--- src/rtl/uart_rx_packet_ctrl.sv ---
// Frames UART bytes into SYNC/LEN/payload/checksum packets, streaming payload with index.
// All outputs registered, 1-clock latency from strobe; no backpressure, upstream strobes are always consumed.
module uart_rx_packet_ctrl #(
  parameter logic [7:0] SYNC_BYTE    = 8'hA5,
  parameter int         MAX_LEN      = 16,
  parameter int         TIMEOUT_CLKS = 4340
) (
  input  logic       i_Clk,
  input  logic       i_Rst_L,
  input  logic       i_RX_DV,
  input  logic [7:0] i_RX_Byte,
  output logic       o_Payload_Valid,
  output logic [7:0] o_Payload_Byte,
  output logic [7:0] o_Payload_Index,
  output logic       o_Pkt_Done,
  output logic       o_Pkt_Error,
  output logic [1:0] o_Err_Code,
  output logic       o_Busy,
  output logic [7:0] o_Pkt_Count
);

  localparam logic [1:0] ST_IDLE    = 2'd0;
  localparam logic [1:0] ST_LEN     = 2'd1;
  localparam logic [1:0] ST_PAYLOAD = 2'd2;
  localparam logic [1:0] ST_CHECK   = 2'd3;

  localparam logic [1:0] ERR_NONE    = 2'b00;
  localparam logic [1:0] ERR_LEN     = 2'b01;
  localparam logic [1:0] ERR_CSUM    = 2'b10;
  localparam logic [1:0] ERR_TIMEOUT = 2'b11;

  // The abort decision is taken the cycle the counter would step onto TIMEOUT_CLKS-1,
  // so the error pulse appears TIMEOUT_CLKS-1 clocks after the last accepted byte.
  localparam logic [15:0] TO_TERM = 16'(TIMEOUT_CLKS - 2);
  localparam logic [7:0]  LEN_MAX = 8'(MAX_LEN);

  logic [1:0]  state;
  logic [7:0]  len;
  logic [7:0]  idx;
  logic [7:0]  csum;
  logic [15:0] tcnt;
  logic        timeout;

  // A strobe on the terminal-count cycle suppresses the timeout.
  assign timeout = (state != ST_IDLE) && !i_RX_DV && (tcnt == TO_TERM);

  always_ff @(posedge i_Clk or negedge i_Rst_L) begin
    if (!i_Rst_L) begin
      state           <= ST_IDLE;
      len             <= 8'd0;
      idx             <= 8'd0;
      csum            <= 8'd0;
      tcnt            <= 16'd0;
      o_Payload_Valid <= 1'b0;
      o_Payload_Byte  <= 8'd0;
      o_Payload_Index <= 8'd0;
      o_Pkt_Done      <= 1'b0;
      o_Pkt_Error     <= 1'b0;
      o_Err_Code      <= ERR_NONE;
      o_Busy          <= 1'b0;
      o_Pkt_Count     <= 8'd0;
    end else begin
      o_Payload_Valid <= 1'b0;
      o_Pkt_Done      <= 1'b0;
      o_Pkt_Error     <= 1'b0;
      tcnt            <= (state == ST_IDLE || i_RX_DV) ? 16'd0 : tcnt + 16'd1;

      if (timeout) begin
        o_Pkt_Error <= 1'b1;
        o_Err_Code  <= ERR_TIMEOUT;
        o_Busy      <= 1'b0;
        state       <= ST_IDLE;
        tcnt        <= 16'd0;
      end else if (i_RX_DV) begin
        case (state)
          ST_IDLE: begin
            if (i_RX_Byte == SYNC_BYTE) begin
              state  <= ST_LEN;
              o_Busy <= 1'b1;
            end
          end
          ST_LEN: begin
            len  <= i_RX_Byte;
            csum <= i_RX_Byte;
            idx  <= 8'd0;
            if (i_RX_Byte == 8'd0 || i_RX_Byte > LEN_MAX) begin
              o_Pkt_Error <= 1'b1;
              o_Err_Code  <= ERR_LEN;
              o_Busy      <= 1'b0;
              state       <= ST_IDLE;
            end else begin
              state <= ST_PAYLOAD;
            end
          end
          ST_PAYLOAD: begin
            o_Payload_Valid <= 1'b1;
            o_Payload_Byte  <= i_RX_Byte;
            o_Payload_Index <= idx;
            csum            <= csum ^ i_RX_Byte;
            idx             <= idx + 8'd1;
            if (idx == len - 8'd1) begin
              state <= ST_CHECK;
            end
          end
          ST_CHECK: begin
            if (i_RX_Byte == csum) begin
              o_Pkt_Done  <= 1'b1;
              o_Err_Code  <= ERR_NONE;
              o_Pkt_Count <= o_Pkt_Count + 8'd1;
            end else begin
              o_Pkt_Error <= 1'b1;
              o_Err_Code  <= ERR_CSUM;
            end
            o_Busy <= 1'b0;
            state  <= ST_IDLE;
          end
        endcase
      end
    end
  end

endmodule

--- config.mk ---
export PLATFORM = sky130hd
export DESIGN_NAME = uart_rx_packet_ctrl
export DESIGN_NICKNAME = d
export VERILOG_FILES = /design/src/rtl/uart_rx_packet_ctrl.sv
export SDC_FILE = /design/constraint.sdc
export NUM_CORES = 1
export LEC_CHECK = 0
export CAP_MARGIN = 15
export CORE_UTILIZATION = 47
export CTS_CLUSTER_DIAMETER = 30
export DETAILED_ROUTE_END_ITERATION = 16
export PLACE_DENSITY = 0.69
export SLEW_MARGIN = 10
export SYNTH_ARGS = -nofsm -noshare
export SYNTH_HDL_FRONTEND = slang
export SYNTH_SLANG_ARGS = --single-unit
--- constraint.sdc ---
create_clock -name i_Clk -period 2.9 [get_ports i_Clk]
set_clock_uncertainty 0.15 [all_clocks]
set_input_delay 0.435 -clock i_Clk [delete_from_list [all_inputs] [get_ports i_Clk]]
set_output_delay 0.435 -clock i_Clk [all_outputs]
set_load 0.01 [all_outputs]
=== Word level (Yosys, flattened, before mapping) ===
Cells that the tools add are included.

* Flip-flop bits (word level): 72
* Bits of input ports: 11
* Output and inout port bits: 30
* Word-level logic and storage cells: 81

* Add/sub/neg operators: 4
* $lt $le $gt $ge: 1
* Equality and inequality tests: 10
* Muxes and demuxes: 32
* Bitwise gates (word level): 2
* Reduce and logical (&&, ||, !) cells: 19

{| class="wikitable"
|+ Operators with widths
! cell !! count
|-
| $mux W16 || 2
|-
| $pmux W8 S2 || 2
|-
| $mux W2 || 9
|-
| $add A16 B1 Y16 const B || 1
|-
| $add A8 B1 Y8 const B || 2
|-
| $eq A16 B13 Y1 const B || 1
|-
| $eq A8 B8 Y1 || 2
|-
| $mux W1 || 15
|-
| $reduce_and A3 Y1 || 5
|-
| $eq A8 B8 Y1 const B || 1
|-
| $gt A8 B5 Y1 const B || 1
|-
| $logic_not A8 Y1 || 1
|-
| $pmux W2 S4 || 1
|-
| $reduce_and A4 Y1 || 2
|-
| $sub A8 B1 Y8 const B || 1
|-
| $xor A8 B8 Y8 || 1
|-
| $ne A3 B3 Y1 const B || 2
|-
| $reduce_bool A2 Y1 || 3
|-
| $eq A2 B2 Y1 const B || 2
|-
| $pmux W2 S2 || 1
|-
| $reduce_bool A4 Y1 || 1
|-
| $ne A3 B2 Y1 const B || 1
|-
| $pmux W1 S3 || 1
|-
| $reduce_bool A3 Y1 || 1
|-
| other kinds (7) || 9
|}

=== Logic depth before layout (Yosys ltp) ===
* Depth after elaboration: 6
* Depth in mapped cells: 8
* Gate-level depth less buffers: 8

=== Worst setup path before layout ===
OpenSTA, ideal clock, no wires.

* Path kind: register to register
* From: reg state[0]
* To: reg o_Payload_Byte[7]
* Setup time: 0.125 ns
* Arrival: 1.774 ns
* Required time: 2.625 ns
* Path slack: 0.851 ns
* Stages on the path, launching flop included: 7
* Buffers on the path: 2
* Period minus slack after synthesis: 2.049 ns
* Cell sequence: dfrtp_1 > inv_1 > ha_1 > clkbuf_1 > nand2_1 > clkbuf_1 > mux2_2

* Word-level cells in the longest chain between the ends: 5
* Elaborated cells on any way between the ends: 6
* Those cells by class: eq/ne (1); bitwise (1); reduce/logical (4)

{| class="wikitable"
|+ RTL lines
! item !! RTL line !! source
|-
| from (decl) || 37 || <nowiki>logic [1:0] state;</nowiki>
|-
| from (signal assigned) || 49 || <nowiki>state <= ST_IDLE;</nowiki>
|-
| from (signal assigned) || 72 || <nowiki>state <= ST_IDLE;</nowiki>
|-
| from (signal assigned) || 78 || <nowiki>state <= ST_LEN;</nowiki>
|-
| $reduce_bool A2 Y1 || 45 || <nowiki>assign timeout = (state != ST_IDLE) && !i_RX_DV && (tcnt == TO_TERM);</nowiki>
|-
| $logic_and A1 B1 Y1 (2 in series) || 45 ||
|-
| $not A1 Y1 (no source line) || n/a ||
|-
| $reduce_and A3 Y1 (no source line) * || n/a ||
|-
| to (signal assigned) || 97 || <nowiki>o_Payload_Byte <= i_RX_Byte;</nowiki>
|-
| to (decl) || 13 || <nowiki>output logic [7:0] o_Payload_Byte,</nowiki>
|}

Mark *: on every way between the ends. The rest lies on a longest branch, timed or not.
A chain may end at the register's enable or synchronous reset.

=== Worst setup path in the final report ===
* From: reg len[0]
* To: reg state[1]

* Word-level cells in the longest chain between the ends: 4

{| class="wikitable"
|+ RTL lines
! item !! RTL line !! source
|-
| from (decl) || 38 || <nowiki>logic [7:0] len;</nowiki>
|-
| from (signal assigned) || 83 || <nowiki>len <= i_RX_Byte;</nowiki>
|-
| $sub A8 B1 Y8 || 101 || <nowiki>if (idx == len - 8'd1) begin</nowiki>
|-
| $eq A8 B8 Y1 || 101 ||
|-
| $ne A3 B3 Y1 (no source line) || n/a ||
|-
| $reduce_and A3 Y1 (no source line) || n/a ||
|-
| to (signal assigned) || 92 || <nowiki>state <= ST_PAYLOAD;</nowiki>
|-
| to (signal assigned) || 102 || <nowiki>state <= ST_CHECK;</nowiki>
|-
| to (signal assigned) || 115 || <nowiki>state <= ST_IDLE;</nowiki>
|}

No other way between the ends.

==> impl_metrics.py <==
metrics = {
    "route": {
        "viasPerCell": 5.42,
        "wl_met1_um": 3620,
        "wl_met2_um": 3330,
        "first_pass_iters": 4,
        "routedWlPerCell_um": 15.0,
        "wl_met3_um": 325,
        "routed.top_layer": "met4",
        "ant_nets": 0,
        "num_vias": 2688,
        "drt_iter0_markers": 90,
        "drc_errors": 0,
        "wl_um": 7430,
    },
    "cts": {
        "htree_levels": 3,
        "cts.clk_slew.worst_paths_ps": 80,
        "ctsResizeCount": 0,
        "cts_buffers": 9,
        "cts-root-buf": "clkbuf_8",
        "postCtsSetupBuffers": 0,
        "cts_tree": "done",
        "cts_hold_buffers": 0,
        "clk_latency_ps": 360,
        "clock_path_buffers": 2,
        "clock-sinks": 72,
    },
    "synthesis": {
        "synth-edff-count": 0,
        "syn_avg_cell_area_sq_um": 10.4,
        "syn_inst": 351,
        "synth-seq-cells": 72,
        "syn_nets": 372,
        "netlist_area_sq_um": 3640,
        "yosysWarnings": 0,
        "ys.flop_type": "dfrtp_1",
        "synthDistinctLibCells": 47,
        "async_flop_share": 1.00,
        "ys_seq_area_frac": 0.495,
    },
    "critical_path": {
        "critPathLaunchType": "flip-flop",
        "arrival_ps": 2320,
        "worstPathCellList": "inv_1 > ha_1 > nor3b_1 > xnor2_1 > or3_1 > o211a_1 > o31ai_1",
        "r2r-start": "len[0]",
        "required_ps": 3020,
        "crit_path_top_delay_cell": "dfrtp_1",
        "critical-path-top-delay-family": "simple AND/OR/NAND/NOR gates",
        "cp-end-kind": "flip-flop",
        "critPathLaunch": "len[0]",
        "worst-path-buf-inv": 1,
        "critPathKind": "reg2reg",
        "cpPeakStageDelay_ps": 440,
        "crit_fanout": 5,
    },
    "place": {
        "gp_congestion": 0.787,
        "place_inst": 480,
        "io_buffers": 40,
        "hpwl_um": 5020,
        "post_dp_cell_area_sq_um": 4140,
    },
    "floorplanning": {
        "floorplan.io_pins": 41,
        "fp.coreArea_sq_um": 7370,
        "die_w_um": 90,
        "start_util": 0.494,
        "rows": 31,
        "die_area_sq_um": 8100,
        "die_y_um": 90,
    },
    "min_path": {
        "hold_path.class": "in2async",
    },
    "timing": {
        "maxSlewHeadroom": 0.409,
        "drv_slew": 0,
        "rsz0062_at_grt": "no",
        "hold_viol": 0,
        "min_period_over_period": 0.759,
        "period_needed_ps": 2200,
        "setup_tns_ps": 0,
        "max_freq_ghz": 0.454,
        "hold_ws_ps": 119,
        "worstMarginPinSlew_ps": 887,
        "setup_viol": 0,
    },
    "global_route": {
        "grt_pass1_vias": 2661,
        "track_usage": 0.201,
        "grt_max_degree": 73,
        "grt_pass1_wl_um": 12800,
        "antenna_found_initial": 0,
        "grt_overflow": 0,
    },
    "final_layout": {
        "final_area_sq_um": 4400,
        "finalNonFillerCells": 496,
        "drive_above_1_share": 0.131,
        "syn_to_final_growth_pct": 21.0,
        "fin_nets": 413,
        "diodes": 0,
    },
    "power": {
        "finalPower_mw": 3.34,
        "power_density_nw_per_um2": 758,
        "power_leakage_nw": 1.96,
        "vdd_drop_max_uv": 453,
    },
    "run": {
        "maxCapViolCount": 0,
    },
    "outcome": {
        "status": "finished, final reports clean",
    },
}
worst paths after layout:
| kind | to | slack, ps | cells past startpoint |
|---|---|---|---|
| setup / recovery | state[1] | 700 | 7 |
| hold / removal | idx[3] | 120 | 2 |
| setup reg to reg | state[1] | 700 | 7 |
| hold reg to reg | o_Pkt_Count[7] | 330 | 1 |
| max in group asynchronous | tcnt[8] | 1890 | 2 |
| min in group i_Clk | o_Pkt_Count[7] | 330 | 1 |
layer usage:
metal  track usage  up-vias
met4        0.0927        0
met3        0.0465       12
met5             0        -
li1              -     1319
met2         0.306       59
met1         0.272     1298
layout by cell type, fill, tap and decap left out, types with 12 or more instances in the layout:
cell,count
xnor2_1,24
nand2_1,24
o21ai_0,17
nand4_1,12
clkdlybuf4s50_1,39
inv_1,13
nand3_1,22
xor2_1,16
a21oi_1,20
dfrtp_1,72
mux2_2,24
nor2_1,28
report_power, final:
part | switching (mW) | internal (mW)
Sequential | 0.185 | 1.19
Clock | 0.387 | 0.661
Combinational | 0.471 | 0.445
final cells by class:
class	count	area [sq um]
Clock buffer	9	124
Inverter	13	48.8
Tap cell	99	124
Timing Repair Buffer	47	448
Fill cell	631	2970
Clock inverter	7	143
Multi-Input combinational cell	249	1710
Sequential cell	72	1800
Yosys cell counts, drive strengths merged (2+ instances only):
| master | count | area share |
|---|---|---|
| a21oi | 20 | 0.028 |
| a22o | 3 | 0.0076 |
| and3 | 7 | 0.012 |
| buf | 6 | 0.0093 |
| clkbuf | 11 | 0.011 |
| dfrtp | 72 | 0.50 |
| ha | 10 | 0.034 |
| inv | 13 | 0.013 |
| mux2 | 24 | 0.074 |
| mux2i | 2 | 0.0055 |
| nand2 | 24 | 0.025 |
| nand3 | 22 | 0.030 |
| nand4 | 12 | 0.021 |
| nor2 | 28 | 0.029 |
| nor3 | 5 | 0.0083 |
| nor3b | 3 | 0.0062 |
| nor4 | 4 | 0.0069 |
| o21ai | 18 | 0.026 |
| o22ai | 2 | 0.0034 |
| o31ai | 2 | 0.0041 |
| or3 | 5 | 0.010 |
| xnor2 | 24 | 0.058 |
| xor2 | 16 | 0.038 |
through the flow:
stage | util | setup WS, ps
final | 0.597 | 699
after global placement | 0.561 | 412
after CTS | 0.597 | 699
after global routing | 0.597 | 578
after detailed placement | 0.561 | 382
after floorplan | - | 851
registers in the layout, indices dropped and copies added (netlist names):
name             flops
csum                 8
idx                  8
len                  8
o_Busy               1
o_Err_Code           2
o_Payload_Byte       8
o_Payload_Index      8
o_Payload_Valid      1
o_Pkt_Count          8
o_Pkt_Done           1
o_Pkt_Error          1
state                2
tcnt                16
kinds of logic (layout without fill, tap and decap cells):
kind of cell,count (synthesis),count (layout),share of synthesized area
buffers and inverters,30,76,0.0340
AO/OA/AOI/OAI,55,55,0.0914
XOR/XNOR,41,41,0.102
multiplexers,26,26,0.0798
AND/OR/NAND/NOR,117,117,0.163
adder cells (fa/ha/maj),10,10,0.0344
flip-flops,72,72,0.495
Note: power is estimated with default switching activity, not from simulation.
